--- config.mk ---
export PLATFORM = sky130hd
export DESIGN_NAME = alu_mc
export DESIGN_NICKNAME = d
export VERILOG_FILES = /design/src/rtl/alu_mc.sv
export SDC_FILE = /design/constraint.sdc
export NUM_CORES = 2
export LEC_CHECK = 0
export ABC_AREA = 1
export BUFFER_PORTS_ARGS = -buffer_cell sky130_fd_sc_hd__buf_2
export CAP_MARGIN = 20
export CELL_PAD_IN_SITES_DETAIL_PLACEMENT = 0
export CELL_PAD_IN_SITES_GLOBAL_PLACEMENT = 1
export CORE_UTILIZATION = 45
export DETAILED_ROUTE_END_ITERATION = 8
export GPL_TIMING_DRIVEN = 0
export PLACE_DENSITY_LB_ADDON = 0.1
export REMOVE_ABC_BUFFERS = 1
export SETUP_SLACK_MARGIN = 0.2
export SYNTH_ARGS = -nofsm -noshare
export SYNTH_HDL_FRONTEND = slang
export SYNTH_SLANG_ARGS = --single-unit
--- constraint.sdc ---
create_clock -name clk -period 6.5 [get_ports clk]
set_clock_uncertainty 0.15 [all_clocks]
set_input_delay 0.975 -clock clk [delete_from_list [all_inputs] [get_ports clk]]
set_output_delay 0.975 -clock clk [all_outputs]
set_load 0.02 [all_outputs]
--- src/rtl/alu_mc.sv ---
// Multi-cycle handshaked ALU: single-cycle logic/arith/shift/compare ops plus iterative
// shift-add MUL and restoring DIVU/REMU, one operation in flight.
module alu_mc #(
  parameter int unsigned WIDTH   = 64,
  parameter int unsigned SHAMT_W = $clog2(WIDTH)
) (
  input  logic             clk,
  input  logic             rst_n,
  input  logic             flush,
  input  logic             in_valid,
  output logic             in_ready,
  input  logic [3:0]       in_op,
  input  logic [WIDTH-1:0] in_a,
  input  logic [WIDTH-1:0] in_b,
  output logic             out_valid,
  input  logic             out_ready,
  output logic [WIDTH-1:0] out_result,
  output logic             out_zero,
  output logic             out_illegal
);

  localparam logic [1:0] S_IDLE = 2'd0;
  localparam logic [1:0] S_BUSY = 2'd1;
  localparam logic [1:0] S_DONE = 2'd2;

  localparam logic [3:0] OP_AND  = 4'b0000;
  localparam logic [3:0] OP_OR   = 4'b0001;
  localparam logic [3:0] OP_ADD  = 4'b0010;
  localparam logic [3:0] OP_MUL  = 4'b0011;
  localparam logic [3:0] OP_XOR  = 4'b0100;
  localparam logic [3:0] OP_DIVU = 4'b0101;
  localparam logic [3:0] OP_SUB  = 4'b0110;
  localparam logic [3:0] OP_SLT  = 4'b0111;
  localparam logic [3:0] OP_SLL  = 4'b1000;
  localparam logic [3:0] OP_SRL  = 4'b1001;
  localparam logic [3:0] OP_SRA  = 4'b1010;
  localparam logic [3:0] OP_REMU = 4'b1011;

  logic [1:0]         r_state;
  logic [3:0]         r_op;
  logic [WIDTH-1:0]   r_x;
  logic [WIDTH-1:0]   r_y;
  logic [WIDTH-1:0]   r_acc;
  logic [SHAMT_W-1:0] r_cnt;
  logic [WIDTH-1:0]   r_result;
  logic               r_zero;
  logic               r_illegal;

  logic [SHAMT_W-1:0] w_shamt;
  logic [WIDTH-1:0]   w_single;
  logic               w_illegal;
  logic               w_iter_op;
  logic [WIDTH-1:0]   w_mul_acc;
  logic [WIDTH:0]     w_rem_sh;
  logic [WIDTH:0]     w_diff;
  logic               w_ge;
  logic [WIDTH-1:0]   w_div_rem;
  logic [WIDTH-1:0]   w_div_quo;
  logic [WIDTH-1:0]   w_final;
  logic               w_last;

  assign w_shamt   = in_b[SHAMT_W-1:0];
  assign w_iter_op = (in_op == OP_MUL) || (in_op == OP_DIVU) || (in_op == OP_REMU);

  always_comb begin
    w_single  = '0;
    w_illegal = 1'b0;
    case (in_op)
      OP_AND:  w_single = in_a & in_b;
      OP_OR:   w_single = in_a | in_b;
      OP_ADD:  w_single = in_a + in_b;
      OP_SUB:  w_single = in_a - in_b;
      OP_XOR:  w_single = in_a ^ in_b;
      OP_SLL:  w_single = in_a << w_shamt;
      OP_SRL:  w_single = in_a >> w_shamt;
      OP_SRA:  w_single = $unsigned($signed(in_a) >>> w_shamt);
      OP_SLT:  w_single = {{(WIDTH-1){1'b0}}, ($signed(in_a) < $signed(in_b))};
      OP_MUL, OP_DIVU, OP_REMU: w_single = '0;
      default: w_illegal = 1'b1;
    endcase
  end

  // MUL: r_x = shifted multiplicand, r_y = multiplier. DIV: r_x = dividend shifting into
  // the quotient, r_y = divisor, r_acc = partial remainder. Zero divisor falls out naturally.
  assign w_mul_acc = r_y[0] ? (r_acc + r_x) : r_acc;
  assign w_rem_sh  = {r_acc, r_x[WIDTH-1]};
  assign w_diff    = w_rem_sh - {1'b0, r_y};
  assign w_ge      = ~w_diff[WIDTH];
  assign w_div_rem = w_ge ? w_diff[WIDTH-1:0] : w_rem_sh[WIDTH-1:0];
  assign w_div_quo = {r_x[WIDTH-2:0], w_ge};
  assign w_last    = (r_cnt == SHAMT_W'(WIDTH - 1));

  always_comb begin
    w_final = w_div_rem;
    if (r_op == OP_MUL)       w_final = w_mul_acc;
    else if (r_op == OP_DIVU) w_final = w_div_quo;
  end

  always_ff @(posedge clk or negedge rst_n) begin
    if (!rst_n) begin
      r_state   <= S_IDLE;
      r_op      <= '0;
      r_x       <= '0;
      r_y       <= '0;
      r_acc     <= '0;
      r_cnt     <= '0;
      r_result  <= '0;
      r_zero    <= 1'b0;
      r_illegal <= 1'b0;
    end else if (flush) begin
      r_state <= S_IDLE;
      r_cnt   <= '0;
    end else begin
      case (r_state)
        S_IDLE: begin
          if (in_valid) begin
            r_op  <= in_op;
            r_x   <= in_a;
            r_y   <= in_b;
            r_acc <= '0;
            r_cnt <= '0;
            if (w_iter_op) begin
              r_state <= S_BUSY;
            end else begin
              r_result  <= w_single;
              r_zero    <= (w_single == '0);
              r_illegal <= w_illegal;
              r_state   <= S_DONE;
            end
          end
        end
        S_BUSY: begin
          if (r_op == OP_MUL) begin
            r_acc <= w_mul_acc;
            r_x   <= r_x << 1;
            r_y   <= r_y >> 1;
          end else begin
            r_acc <= w_div_rem;
            r_x   <= w_div_quo;
          end
          r_cnt <= r_cnt + 1'b1;
          if (w_last) begin
            r_result  <= w_final;
            r_zero    <= (w_final == '0);
            r_illegal <= 1'b0;
            r_state   <= S_DONE;
          end
        end
        S_DONE: begin
          if (out_ready) r_state <= S_IDLE;
        end
        default: r_state <= S_IDLE;
      endcase
    end
  end

  assign in_ready    = (r_state == S_IDLE);
  assign out_valid   = (r_state == S_DONE);
  assign out_result  = r_result;
  assign out_zero    = r_zero;
  assign out_illegal = r_illegal;

endmodule

# Word level (Yosys, flattened, before mapping)
# Cells that the tools add are included.
dict set report word_totals {
  ff_bits 270
  inputBits 137
  output_inout_bits 68
  elab_cells 97
}
dict set report op_classes {
  addsub 5
  order_cmp 1
  n_eq_ne 23
  shift 3
  mux 36
  bitwise 5
  n_reduce_logical 15
}
# operator n
set op_table {}
lappend op_table {{$mux 64} 12}
lappend op_table {{$pmux 64 s9} 1}
lappend op_table {{$pmux 64 s2} 4}
lappend op_table {{$add 64x64->64} 2}
lappend op_table {{$logic_not 64->1} 2}
lappend op_table {{$sub 65x64->65} 1}
lappend op_table {{$and 64x64->64} 1}
lappend op_table {{$lt 64x64->1} 1}
lappend op_table {{$or 64x64->64} 1}
lappend op_table {{$shl 64x6->64} 1}
lappend op_table {{$shr 64x6->64} 1}
lappend op_table {{$sshr 64x6->64} 1}
lappend op_table {{$sub 64x64->64} 1}
lappend op_table {{$xor 64x64->64} 1}
lappend op_table {{$eq 4x3->1 const B} 5}
lappend op_table {{$eq 4x4->1 const B} 4}
lappend op_table {{$eq 4x2->1 const B} 3}
lappend op_table {{$mux 6} 2}
lappend op_table {{$pmux 6 s2} 1}
lappend op_table {{$reduce_or 12->1} 1}
lappend op_table {{$mux 2} 5}
lappend op_table {{$reduce_and 3->1} 3}
lappend op_table {{$mux 1} 8}
lappend op_table {{$ne 2x2->1 const B} 4}
lappend op_table {{18 further kinds} 22}

# Longest topological paths before layout
dict set report logic_depth {
  ltp_word 7
  ltp_mapped 29
  ltp_nobuf 27
}

# Worst setup path before layout
# Ideal clock, no wire load.
dict set report synth_timing {
  path_kind {input-to-reg}
  start {input in_b[5]}
  end {register r_zero, in the netlist out_zero}
  setup_ns 0.077
  arrival_ns 3.966
  t_required_ns 6.273
  path_slack_ns 2.307
  stages 26
  n_path_buf 4
  path_cell_list {clkbuf_1 clkinv_1 clkbuf_1 buf_1 ha_1 buf_2 inv_1 a21oi_1 o21ai_0 nand2_1 nand3_1 nand2_1 nand3_1 nand2_1 nand3_1 nand3_1 nand2_1 nor2_1 nand2_1 nor2_1 nand2_1 nor2_1 nand2_1 nor2_1 nor2_1 a21oi_1}
}
dict set report synth_between {
  elab_chain_cells 6
  word_cells_on_any_way 14
}
# element line_no
set synth_rtl {}
lappend synth_rtl {{start, declared} 14} ;# input logic [WIDTH-1:0] in_b,
lappend synth_rtl {{$sub 64x64->64, or another cell as far along} 72} ;# OP_SUB: w_single = in_a - in_b;
lappend synth_rtl {{$pmux 64 s9 (*)} 68} ;# case (in_op)
lappend synth_rtl {{$logic_not 64->1 (*)} 126} ;# r_zero <= (w_single == '0);
lappend synth_rtl {{$mux 1 (*)} 122} ;# if (w_iter_op) begin
lappend synth_rtl {{$mux 1 (*)} 116} ;# if (in_valid) begin
lappend synth_rtl {{$pmux 1 s2 (*)} 114} ;# case (r_state)
lappend synth_rtl {{end signal, assigned} 126}
lappend synth_rtl {{end signal, assigned} 144} ;# r_zero <= (w_final == '0);
lappend synth_rtl {{end, declared} 46} ;# logic r_zero;
# Mark *: on every way between the ends. The rest lies on a longest branch, timed or not. The select of a mux whose other input is x is not followed.
# A chain may end at the register's enable or synchronous reset.

# Final worst setup path
dict set report layout_timing {
  start {register r_y[0]}
  end {register r_zero, in the netlist out_zero}
}
dict set report layout_between {
  elab_chain_cells 7
  word_cells_on_any_way 9
}
# element line_no
set layout_rtl {}
lappend layout_rtl {{start, declared} 42} ;# logic [WIDTH-1:0] r_y;
lappend layout_rtl {{start signal, assigned} 119} ;# r_y <= in_b;
lappend layout_rtl {{start signal, assigned} 136} ;# r_y <= r_y >> 1;
lappend layout_rtl {{$sub 65x64->65} 87} ;# assign w_diff = w_rem_sh - {1'b0, r_y};
lappend layout_rtl {{$mux 64 / $not 1->1 (equally long branches)} {89, 88}}
lappend layout_rtl {{$mux 64} 96} ;# else if (r_op == OP_DIVU) w_final = w_div_quo;
lappend layout_rtl {{$mux 64 (*)} 95} ;# if (r_op == OP_MUL) w_final = w_mul_acc;
lappend layout_rtl {{$logic_not 64->1 (*)} 144}
lappend layout_rtl {{$mux 1 (*)} 142} ;# if (w_last) begin
lappend layout_rtl {{$pmux 1 s2 (*)} 114}
# Marks and branches as above.

==> results.txt <==
outcome = complete, no violations
Avg WL per Cell = 27.3 um
first-pass GRT wire length = 405 mm
M2 GR Usage = 75.6%
CP max stage delay = 0.81 ns
vias in the first global route = 59228
layout cells sized above 1 = 4.08%
final routed DRC violation total = 0
Synth Warn # = 0
filler cell count = 12086
NumNets Final = 9552
GR Util met1 = 58.2%
clock buffer depth = 3
Die Ht = 331 um
CTS tree = done
Lkg Pwr = 27.3 nW
Seq/Total Area, Yosys = 13.9%
post-synth top area share = 21.5%
worst skew pair latency = 0.58 ns
RSZ-0062 raised after global routing = no
placement row count = 120
CP max-delay cell = dfrtp_2
Final Worst Setup Slack = 0.415 ns
critical path buffer and inverter count = 1
kind of critical path = flop to flop
Slew headroom = 9.04%
Synth Register Bits = 270
Detail Placement HPWL = 232 mm
antenna violations before repair = 31
Critical Path End Type = flop
P&R area growth vs syn = 7.31%
most frequent CP cell = nand2_1
setup violators final = 0
GP Congestion = 1.12
count of final hold-check violations = 0
Pwr per Cell Area = 221 mW/mm2
Synth Instances = 9168
gr busiest metal = met2
Detailed Route WL = 288 mm
most frequent cells after synthesis = nand2_1 (2794), inv_1 (1287), nand3_1 (1203)
antenna viol nets, final = 0
Worst setup SP type = flop
CP top delay family = simple AND/OR/NAND/NOR gates
minimum clock period = 6.09 ns
drt first pass iters = 7
crit path DAT = 6.43 ns
Synth Flop Type = dfrtp_1
core area = 0.107 mm2
Critical Path RT = 6.85 ns
pre-CTS setup slack = 0.313 ns
CTS root buffer = clkbuf_16
# H-tree levels = 2
setup bufs post-CTS = 0
Area after DPL = 0.0511 mm2
die width = 331 um
Max VDD drop = 0.151 mV
critical path fanouts, max = 67
GRT Overall Usage = 50.8%
post-DR vias/cell = 6.18
Yosys top cell by area = nand2_1
Period Utilization, post-route = 93.6%
Async SR Flop Fraction = 100%
total global routing overflow = 0
IO Count = 205
Iteration-0 DRC Markers = 8635
Post-synth EDFFs = 0
PortBufs = 204
max-slew violations = 0
area of the mapped netlist = 0.0488 mm2
count leader, synth = nand2_1
Max Freq = 164 MHz
detailed-route via count = 64959
max_cap viols = 0
Critical Path, Cell by Cell = ha_1, inv_1, fa_1, nand3_1, nand3_2, nand2_1, nand2_1, nand2_1, nand2_1, nand2_1, nand2_2, nand2_2, nand2_2, nand2_2, nand2_8, nand2_1, nand3_1, a21boi_0, nand2_1, nor2_1, nand3_1, nor2_1, nand3_1, a21oi_1
syn_area_per_cell = 5.32 um2
post-route cell area = 0.0523 mm2
synth top area cells = nand2_1 (22%), dfrtp_1 (14%), nand3_1 (12%)
worst-margin pin slew = 1.35 ns
Starting Density = 45.5%
TritonCTS buffer count = 34
Hold WC Path Type = input port to async pin
Die ar. = 0.110 mm2
Cell variety after synth = 56
Clock transition at path regs = 0.07 ns
met3 Use GR = 16.5%
largest net degree at the start of global routing = 100
CTS Sinks = 270
[registers in the layout, indices dropped and copies added (netlist names)]
register	flops
out_illegal	1
out_result	64
out_zero	1
r_acc	64
r_cnt	6
r_op	4
r_state	2
r_x	64
r_y	64
[area by class of cell]
cell class	instances	area, um2	share of cell area (%)
Multi-Input combinational cell	7203	35600	68.1
Sequential cell	270	6760	12.9
Inverter	1309	4940	9.44
Timing Repair Buffer	252	2080	3.98
Tap cell	1403	1760	3.35
Clock buffer	48	995	1.90
Clock inverter	11	108	0.206
Antenna cell	21	52.6	0.100
[worst paths after layout]
kind	startpoint	to	slack (ns)	cells past startpoint
setup / recovery	r_y[0]$_DFFE_PN0P_	out_zero$_DFFE_PN0P_	0.41	24
hold / removal	rst_n	r_y[2]$_DFFE_PN0P_	0.21	1
max in group asynchronous	rst_n	r_y[52]$_DFFE_PN0P_	4.47	3
setup reg to reg	r_y[0]$_DFFE_PN0P_	out_zero$_DFFE_PN0P_	0.41	24
hold reg to reg	out_result[30]$_DFFE_PN0P_	out_result[30]$_DFFE_PN0P_	0.33	2
min in group clk	out_result[30]$_DFFE_PN0P_	out_result[30]$_DFFE_PN0P_	0.33	2
[routing by layer]
layer / part of all wire, % / up-vias / wire length [um]
met3: 12 / 1133 / 34900
met2: 41 / 4162 / 119000
met5: 0.042 / - / 121
li1: - / 29618 / -
met4: 11 / 22 / 30900
met1: 36 / 30024 / 102000
[through the flow]
| stage | util [%] | cells | TNS [ns] | hold slack, ns | power [W] |
|---|---|---|---|---|---|
| after floorplan | - | 8782 | -1302.33 | 0.309 | 0.00660 |
| after global placement | 46.6 | 10389 | -3368.15 | 0.311 | 0.00912 |
| after detailed placement | 47.7 | 10433 | 0 | 0.313 | 0.00922 |
| after CTS | 48.7 | 10492 | 0 | 0.263 | 0.0112 |
| after global routing | 48.8 | 10498 | 0 | 0.293 | 0.0121 |
| final | 48.8 | 10517 | 0 | 0.214 | 0.0116 |
[power by group]
group	switching [W]	leakage, nW	internal, W	total (W)
registers	0.000502	3.50	0.00217	0.00267
clock network	0.000851	0.531	0.00111	0.00197
logic	0.00506	23.2	0.00187	0.00693
total	0.00641	27.3	0.00515	0.0116
[placed cells by master, fill, tap and decap left out, drive strengths merged, types with 42 or more instances in the layout]
cell	netlist	routed
buf	137	252
nand3	1205	1205
nor2	904	904
o22ai	44	44
ha	341	341
nand2	2804	2804
and2	49	49
inv	1305	1308
dfrtp	270	270
nor3	69	69
clkbuf	249	48
o21bai	42	42
o211ai	164	164
a21oi	548	548
o21ai	703	703
nand4	81	81
[timing repair]
item,4_1_cts,5_1_grt
gates resized for setup,0,1
hold buffers,0,0
endpoints found under the setup margin,0,1
endpoints found under the hold margin,0,0
[cells by family after synthesis]
| kind of cell | share of synthesized area, % |
|---|---|
| AO/OA/AOI/OAI | 18.9 |
| XOR/XNOR | 0.988 |
| adder cells (fa/ha/maj) | 8.91 |
| buffers and inverters | 13.3 |
| flip-flops | 13.9 |
| AND/OR/NAND/NOR | 44.1 |
(Power assumes the default switching activity.)
